<file path="src/rtl/alu_issue.sv">
// Issue stage in front of the ALU: decodes OP / OP-IMM into ALU controls and operands behind a 2-entry skid buffer.
// Optional writeback operand bypass into captured and held entries is enabled with `define BYPASS_EN.

package alu_issue_pkg;

    localparam logic [6:0] OPC_OP_IMM = 7'b0010011;
    localparam logic [6:0] OPC_OP     = 7'b0110011;
    localparam logic [6:0] F7_ZERO    = 7'b0000000;
    localparam logic [6:0] F7_ALT     = 7'b0100000;
    localparam logic [2:0] F3_ADD_SUB = 3'b000;
    localparam logic [2:0] F3_SLL     = 3'b001;
    localparam logic [2:0] F3_SRL_SRA = 3'b101;

    typedef struct packed {
        logic [2:0] funct3;
        logic [6:0] funct7;
        logic       alu_sel;
        logic       wr_en;
        logic       illegal;
    } alu_ctrl_t;

endpackage

module alu_issue
    import alu_issue_pkg::*;
#(
    parameter int unsigned XLEN   = 32,
    parameter int unsigned REG_AW = 5
) (
    input  logic              clk,
    input  logic              rst_n,
    input  logic              flush,
    input  logic              in_valid,
    output logic              in_ready,
    input  logic [31:0]       in_instr,
    input  logic [XLEN-1:0]   in_rs1_val,
    input  logic [XLEN-1:0]   in_rs2_val,
    input  logic              wb_valid,
    input  logic [REG_AW-1:0] wb_rd,
    input  logic [XLEN-1:0]   wb_data,
    output logic              out_valid,
    input  logic              out_ready,
    output logic [2:0]        out_funct3,
    output logic [6:0]        out_funct7,
    output logic              out_alu_sel,
    output logic [XLEN-1:0]   out_x,
    output logic [XLEN-1:0]   out_y,
    output logic [REG_AW-1:0] out_rd,
    output logic              out_wr_en,
    output logic              out_illegal
);

    localparam int unsigned IMM_W = 12;

    typedef struct packed {
        alu_ctrl_t         ctrl;
        logic [XLEN-1:0]   x;
        logic [XLEN-1:0]   y;
        logic [REG_AW-1:0] rd;
`ifdef BYPASS_EN
        logic [REG_AW-1:0] rs1;
        logic [REG_AW-1:0] rs2;
        logic              use_rs1;
        logic              use_rs2;
`endif
    } entry_t;

    logic [6:0] opcode;
    logic [2:0] f3;
    logic [6:0] f7;
    logic       legal;
    entry_t     dec;
    entry_t     dec_b;
    entry_t     main_b;
    entry_t     skid_b;

    entry_t main_q, main_d;
    entry_t skid_q, skid_d;
    logic   main_v_q, main_v_d;
    logic   skid_v_q, skid_v_d;
    logic   in_ready_q, in_ready_d;
    logic   accept;
    logic   consume;

    assign opcode = in_instr[6:0];
    assign f3     = in_instr[14:12];
    assign f7     = in_instr[31:25];

    // Decode of the incoming instruction; illegal encodings collapse to an all-zero op flagged illegal
    always_comb begin
        dec   = '0;
        legal = 1'b0;
        case (opcode)
            OPC_OP_IMM: begin
                dec.ctrl.alu_sel = 1'b1;
                dec.ctrl.funct3  = f3;
                dec.x            = in_rs1_val;
                if (f3 == F3_SLL || f3 == F3_SRL_SRA) begin
                    dec.y           = XLEN'(in_instr[24:20]);
                    dec.ctrl.funct7 = f7;
                    legal = (f7 == F7_ZERO) || (f3 == F3_SRL_SRA && f7 == F7_ALT);
                end else begin
                    dec.y = {{(XLEN-IMM_W){in_instr[31]}}, in_instr[31:20]};
                    legal = 1'b1;
                end
`ifdef BYPASS_EN
                dec.use_rs1 = 1'b1;
`endif
            end
            OPC_OP: begin
                dec.ctrl.alu_sel = 1'b0;
                dec.ctrl.funct3  = f3;
                dec.ctrl.funct7  = f7;
                dec.x            = in_rs1_val;
                dec.y            = in_rs2_val;
                legal = (f7 == F7_ZERO) ||
                        (f7 == F7_ALT && (f3 == F3_ADD_SUB || f3 == F3_SRL_SRA));
`ifdef BYPASS_EN
                dec.use_rs1 = 1'b1;
                dec.use_rs2 = 1'b1;
`endif
            end
            default: legal = 1'b0;
        endcase

        if (legal) begin
            dec.rd         = REG_AW'(in_instr[11:7]);
            dec.ctrl.wr_en = (in_instr[11:7] != 5'd0);
`ifdef BYPASS_EN
            dec.rs1 = REG_AW'(in_instr[19:15]);
            dec.rs2 = REG_AW'(in_instr[24:20]);
`endif
        end else begin
            dec              = '0;
            dec.ctrl.illegal = 1'b1;
        end
    end

`ifdef BYPASS_EN
    // Replace register operands whose source matches the current writeback
    function automatic entry_t apply_wb(input entry_t e, input logic v,
                                        input logic [REG_AW-1:0] r,
                                        input logic [XLEN-1:0] d);
        entry_t o;
        o = e;
        if (v && r != '0) begin
            if (o.use_rs1 && o.rs1 == r) o.x = d;
            if (o.use_rs2 && o.rs2 == r) o.y = d;
        end
        return o;
    endfunction

    always_comb begin
        dec_b  = apply_wb(dec, wb_valid, wb_rd, wb_data);
        main_b = apply_wb(main_q, wb_valid, wb_rd, wb_data);
        skid_b = apply_wb(skid_q, wb_valid, wb_rd, wb_data);
    end
`else
    logic unused_wb;
    assign unused_wb = ^{wb_valid, wb_rd, wb_data, in_instr[19:15]};

    always_comb begin
        dec_b  = dec;
        main_b = main_q;
        skid_b = skid_q;
    end
`endif

    // Skid buffer: main feeds the output, skid absorbs the op accepted while main is stalled
    always_comb begin
        main_d   = main_b;
        skid_d   = skid_b;
        main_v_d = main_v_q;
        skid_v_d = skid_v_q;
        accept   = in_valid && in_ready_q;
        consume  = main_v_q && out_ready;

        if (flush) begin
            main_v_d = 1'b0;
            skid_v_d = 1'b0;
            main_d   = '0;
            skid_d   = '0;
        end else if (consume) begin
            if (skid_v_q) begin
                main_d   = skid_b;
                main_v_d = 1'b1;
                skid_v_d = accept;
                if (accept) skid_d = dec_b;
            end else begin
                main_v_d = accept;
                if (accept) main_d = dec_b;
            end
        end else if (accept) begin
            if (!main_v_q) begin
                main_d   = dec_b;
                main_v_d = 1'b1;
            end else begin
                skid_d   = dec_b;
                skid_v_d = 1'b1;
            end
        end

        in_ready_d = !skid_v_d;
    end

    always_ff @(posedge clk or negedge rst_n) begin
        if (!rst_n) begin
            main_q     <= '0;
            skid_q     <= '0;
            main_v_q   <= 1'b0;
            skid_v_q   <= 1'b0;
            in_ready_q <= 1'b1;
        end else begin
            main_q     <= main_d;
            skid_q     <= skid_d;
            main_v_q   <= main_v_d;
            skid_v_q   <= skid_v_d;
            in_ready_q <= in_ready_d;
        end
    end

    assign in_ready    = in_ready_q;
    assign out_valid   = main_v_q;
    assign out_funct3  = main_q.ctrl.funct3;
    assign out_funct7  = main_q.ctrl.funct7;
    assign out_alu_sel = main_q.ctrl.alu_sel;
    assign out_x       = main_q.x;
    assign out_y       = main_q.y;
    assign out_rd      = main_q.rd;
    assign out_wr_en   = main_q.ctrl.wr_en;
    assign out_illegal = main_q.ctrl.illegal;

endmodule

</file>
<file path="config.mk">
export PLATFORM = sky130hd
export DESIGN_NAME = alu_issue
export DESIGN_NICKNAME = d
export VERILOG_FILES = /design/src/rtl/alu_issue.sv
export SDC_FILE = /design/constraint.sdc
export NUM_CORES = 1
export LEC_CHECK = 0
export BUFFER_PORTS_ARGS = -buffer_cell sky130_fd_sc_hd__buf_2
export CAP_MARGIN = 30
export CORE_UTILIZATION = 58
export CTS_BUF_LIST = sky130_fd_sc_hd__clkbuf_4 sky130_fd_sc_hd__clkbuf_8
export DETAILED_ROUTE_END_ITERATION = 12
export PLACE_DENSITY = 0.95
export REMOVE_ABC_BUFFERS = 1
export SLEW_MARGIN = 30
export SYNTH_ARGS = -nofsm -noshare
export SYNTH_HDL_FRONTEND = slang
export SYNTH_SLANG_ARGS = --single-unit
</file>
<file path="constraint.sdc">
create_clock -name clk -period 4.2 [get_ports clk]
set_input_delay 0 -clock clk [delete_from_list [all_inputs] [get_ports clk]]
set_output_delay 0 -clock clk [all_outputs]
set_load 0.03 [all_outputs]
</file>
# After elaboration in Yosys (flattened, before gate mapping)
# Index checks and enable logic that the tools add are counted.
# totals
romBits	0
output_inout_bits	84
latchBits	0
regBits	167
memories	0
ramBits	0
# classes
n_shift	0
n_mux	30
n_mul	0
div	0
bitwise_logic	0
n_addsub	0
n_reduce_logical	18
n_eq_ne	7
order_cmp	0
# ops
operator	count
$mux W82	11
$pmux W64 S2	1
$mux W65	1
$mux W32	1
$pmux W11 S2	1
$eq A7 B6 Y1 const B	2
$mux W1	11
$mux W11	1
$reduce_bool A3 Y1	3
$eq A7 B5 Y1 const B	1
$logic_not A7 Y1	1
$mux W7	1
$reduce_and A3 Y1	2
$mux W5	1
$reduce_bool A5 Y1	1
$logic_and A1 B1 Y1	4
$logic_or A1 B1 Y1	4
$eq A3 B1 Y1 const B	1
$eq A3 B3 Y1 const B	1
$logic_not A3 Y1	1
$ne A3 B2 Y1 const B	1
$ne A3 B3 Y1 const B	1
$pmux W1 S2	1
$reduce_bool A2 Y1	1
$logic_not A1 Y1	1

# Longest topological paths before layout
# depth
ltp_word	10
ltp_mapped	7
depth_no_buf	4

# Worst setup path after synthesis
# No wires, ideal clock.
# synth_path
path_kind	register -> register
from	register main_v_q, in the netlist out_valid
to	register main_q, in the netlist out_rd[4]
arrival_time_ns	1.978
setup_slack_ns	2.111
setup_time_ns	0.112
path_stages_with_launch	8
required_ns	4.088
cell_sequence	dfrtp_1 clkbuf_1 a22o_1 a21oi_1 clkbuf_1 clkbuf_1 a22oi_1 o41ai_1
# synth_between
elab_chain_cells	3
# synth_rtl
element	line	rtl
from (decl)	79	logic main_v_q, main_v_d;
from (signal assigned)	216	main_v_q <= main_v_d;
$logic_and A1 B1 Y1	176	consume = main_v_q && out_ready;
$ne A3 B2 Y1 (no source line), or another cell as far along	--	
$reduce_and A3 Y1 (no source line) / $mux W82 (equally long branches)	--	
to (signal assigned)	214	main_q <= main_d;
to (decl)	77	entry_t main_q, main_d;
# Several ways; a longest one is shown, not always the timed one.
# A chain may end at the register's enable or synchronous reset.

# Worst setup path after layout
# layout_path
from	input in_instr[13]
to	register main_q, in the netlist out_x[25]
# layout_between
elab_chain_cells	10
# layout_rtl
element	line	rtl
from (decl)	35	input logic [31:0] in_instr,
$eq A3 B3 Y1 / $logic_not A3 Y1 (equally long branches)	98, 101, 117	
$logic_and A1 B1 Y1 / $logic_or A1 B1 Y1 (equally long branches)	101, 117	
$logic_or A1 B1 Y1 / $logic_and A1 B1 Y1 (equally long branches)	101, 117	
$mux W1 / $logic_or A1 B1 Y1 (equally long branches)	98, 116	
$pmux W1 S2 *	93	case (opcode)
$mux W65 *	126	if (legal) begin
$mux W82 (on tied branches)	194, 191	
$mux W82 (on tied branches)	193, 184	
$mux W82 *	183	end else if (consume) begin
$mux W82 *	178	if (flush) begin
# Mark *: on every way between the ends. The rest lies on a longest branch, timed or not. The select of a mux whose other input is x is not followed.

==> run metrics <==
Boundary Pins 223; clock skew after layout 0.01421 ns; final net count 1126; Post-Layout Cell Count 1176; slowest stage cell on the critical path a22oi_2; via count of the first global-routing pass 7600; post-placement setup slack 1.699 ns; number of warning messages in the yosys log 0; dominant cells by area after synthesis dfrtp_1 (53%), a22oi_1 (7.2%), nand3_1 (7.2%), o31ai_1 (5.2%), o21ai_0 (5.1%); endpoint arrival time on the critical path 3.07 ns; average vias per placed instance 6.616; total area of multi-input combinational cells 3383 um2; quantity of I/O buffers inserted on ports 179; number of standard-cell rows in the floorplan 42; slew at the pin closest to its max-slew limit 1.001 ns; Final Hold Violating Endpoints 0; most used flip-flop cell after synthesis dfrtp_1; number of antenna violations at the first check in global routing 0; critical setup path kind in -> reg; detailed-route DRC error count 0; TritonCTS clock tree built; peak fanout along the critical path 25; count of flip-flops with a built-in enable after synthesis 0; cells resized by post-CTS repair 0; Max Buffers Root-to-Sink 2; total die area 14090 um2; number of nets still failing antenna checks after routing 0; global-route wire length before repair 38630 um; Vias 7781; area share of the largest cell type after synthesis 0.5257; CP Launch Type input pin; cell count after placement 1073; final critical-path share of the clock period 0.6567; placed wire-length estimate 13230 um; area of all sequential standard cells 4180 um2; cell with the most instances after synthesis dfrtp_1; Cell variety after synth 42; setup-violating endpoint count in the final report 0; post-synthesis instance total 792; setup repair after global routing missed its margin no; die width 118.7 um; MaxCap Viol Count 0; Setup TNS Final 0 ns; leakage power summed over all cells 4.577 nW; Buf+Inv Stages, Crit Path 3; total CTS buffers 17; global-route usage over all layers 0.3493; FILL cells 886; required time at the endpoint of the critical path 4.51 ns; Area Overhead vs Synth 27.58%; CP Capture Type flop; initial core utilization 0.5967; count of pins over their slew limit 0; Seq/Total Area, Yosys 0.5291; async set-reset flop share out of synthesis 1.000; Vert. Die Dim 118.7 um; number of H-tree levels 4; per-instance average area after synthesis 9.976 um2; overall overflow remaining after global route 0; worst reg2reg startpoint out_valid; final critical-path required period 2.758 ns; per-cell routed wire length 20.64 um; number of post-CTS setup repair buffers 0; synthesized cell area 7901 um2; CP Cell Sequence dlygate4sd3_1 -> buf_2 -> nor2b_1 -> o41ai_4 -> a22oi_2 -> buf_4 -> o21ai_0; worst-case vdd ir drop 216.4 uV; First-pass DRT Iterations 5; sum of routed wire length over all layers 24270 um; hold buffer count at CTS 70; launch point of the critical path in_instr[13]; most frequent cells after synthesis dfrtp_1 (166), nand3_1 (113), clkbuf_1 (87); maximum clock rate 0.3626 GHz; largest net degree at the start of global routing 87; Max stage delay on crit path 0.88 ns; number of DRC violations after detailed-routing iteration 0 984; number of synthesized register bits 167; Hold Path Origin in_instr[28]; final worst-path setup slack 1.442 ns; clock latency reported for the late side of the worst-skew pair 0.46 ns; core footprint 13240 um2; CTS Sinks 167; layout cell share with drive strength beyond 1 0.2620; final core utilization 0.7612; clock transition time at the flip-flop clock pins of the worst setup and hold paths 0.08 ns; type of the worst min-delay path in -> reg; normalized max-slew margin 0.3325; Clock Root Buffer clkbuf_8; # diodes 0; status completed; leading area contributor after synthesis dfrtp_1; pwr/cell area 332.0 nW/um2; placer congestion estimate 0.8450; Top Family by Delay on Critical Path compound AO/OA/AOI/OAI gates
==> flip-flops by register name (all words and copies together) (netlist names) <==
| signal | flops |
|---|---|
| skid_b | 82 |
| out_x | 32 |
| out_y | 32 |
| out_funct7 | 7 |
| out_rd | 5 |
| out_funct3 | 3 |
| in_ready | 1 |
| out_alu_sel | 1 |
| out_illegal | 1 |
| out_valid | 1 |
| out_wr_en | 1 |
| skid_v_q | 1 |
==> area by class of cell <==
| type | count | share of cell area |
|---|---|---|
| clock buffers | 23 | 0.02954 |
| clock inverters | 9 | 0.01688 |
| inverters | 10 | 0.003972 |
| multi-input cells | 524 | 0.3356 |
| flip-flops and latches | 167 | 0.4147 |
| well taps | 176 | 0.02184 |
| repair buffers | 267 | 0.1775 |
==> kinds of logic (layout without fill, tap and decap cells) <==
kind of cell | count (synthesis) | after routing | share of synthesized area
and+or+nand+nor | 230 | 230 | 0.1487
buffers and inverters | 101 | 309 | 0.04877
AOI/OAI and AO/OA | 288 | 288 | 0.2652
muxes | 5 | 5 | 0.007125
xor gates and xnor gates | 1 | 1 | 0.001109
DFF | 167 | 167 | 0.5291
==> layout by cell type (no fill, tap or decap), drive strengths merged, types with 2 or more instances in the layout <==
cell,synthesis,routed
buf,4,197
dfrtp,166,166
nand3,113,113
o21ai,84,84
a22oi,76,76
dlygate4sd3,0,70
o31ai,55,55
nand2,40,40
nand4,37,37
clkbuf,87,23
a21o,21,21
o41ai,18,18
a21oi,11,11
nor2,11,11
inv,10,10
nand2b,8,8
and3,7,7
o2111ai,6,6
o22ai,6,6
mux2,5,5
bufinv,0,5
clkinv,0,4
nor3,4,4
nor2b,3,3
o211ai,3,3
o21a,3,3
or2,2,2
==> path summary, 6_finish.rpt <==
kind	slack [ns]	to	cells past startpoint
hold / removal	0.02	skid_b[13]	5
hold reg to reg	0.51	out_x[23]	2
max in group asynchronous	2.95	skid_b[40]	3
setup reg to reg	1.75	out_x[21]	5
setup / recovery	1.44	out_x[25]	7
min in group asynchronous	0.18	out_x[12]	2
==> where the power goes <==
group	internal (mW)	switching (mW)	total (mW)	leakage (nW)
logic	0.132	0.250	0.381	2.01
registers	1.62	0.00964	1.63	2.32
clock network	0.772	0.568	1.34	0.244
total	2.52	0.827	3.35	4.58
==> worst reg2reg max path, cell delays in order, from the launching register on <==
cell and delay, ns:
dfrtp_1 0.53, nand3_1 0.25, nor2_4 0.76, buf_4 0.54
a22oi_1 0.17, o21ai_0 0.13
==> metrics by stage <==
step / power [mW] / hold WS, ns / area [um2]
final: 3.347 / 0.02194 / 10080
after global routing: 3.451 / 0.05803 / 10080
after CTS: 3.328 / 0.009684 / 10050
after detailed placement: 1.967 / 0.1082 / 8885
after global placement: 1.958 / 0.1124 / 8843
after floorplan: 1.790 / -0.2956 / 7553
==> per-layer routing <==
| metal | share of wire | vias up | track usage |
|---|---|---|---|
| met2 | 0.49 | 465 | 0.5651 |
| li1 | - | 3396 | - |
| met5 | 0 | - | 0 |
| met4 | 0.040 | 0 | 0.1804 |
| met1 | 0.39 | 3830 | 0.4483 |
| met3 | 0.078 | 90 | 0.06564 |
Power figures use the tool's default switching activity.
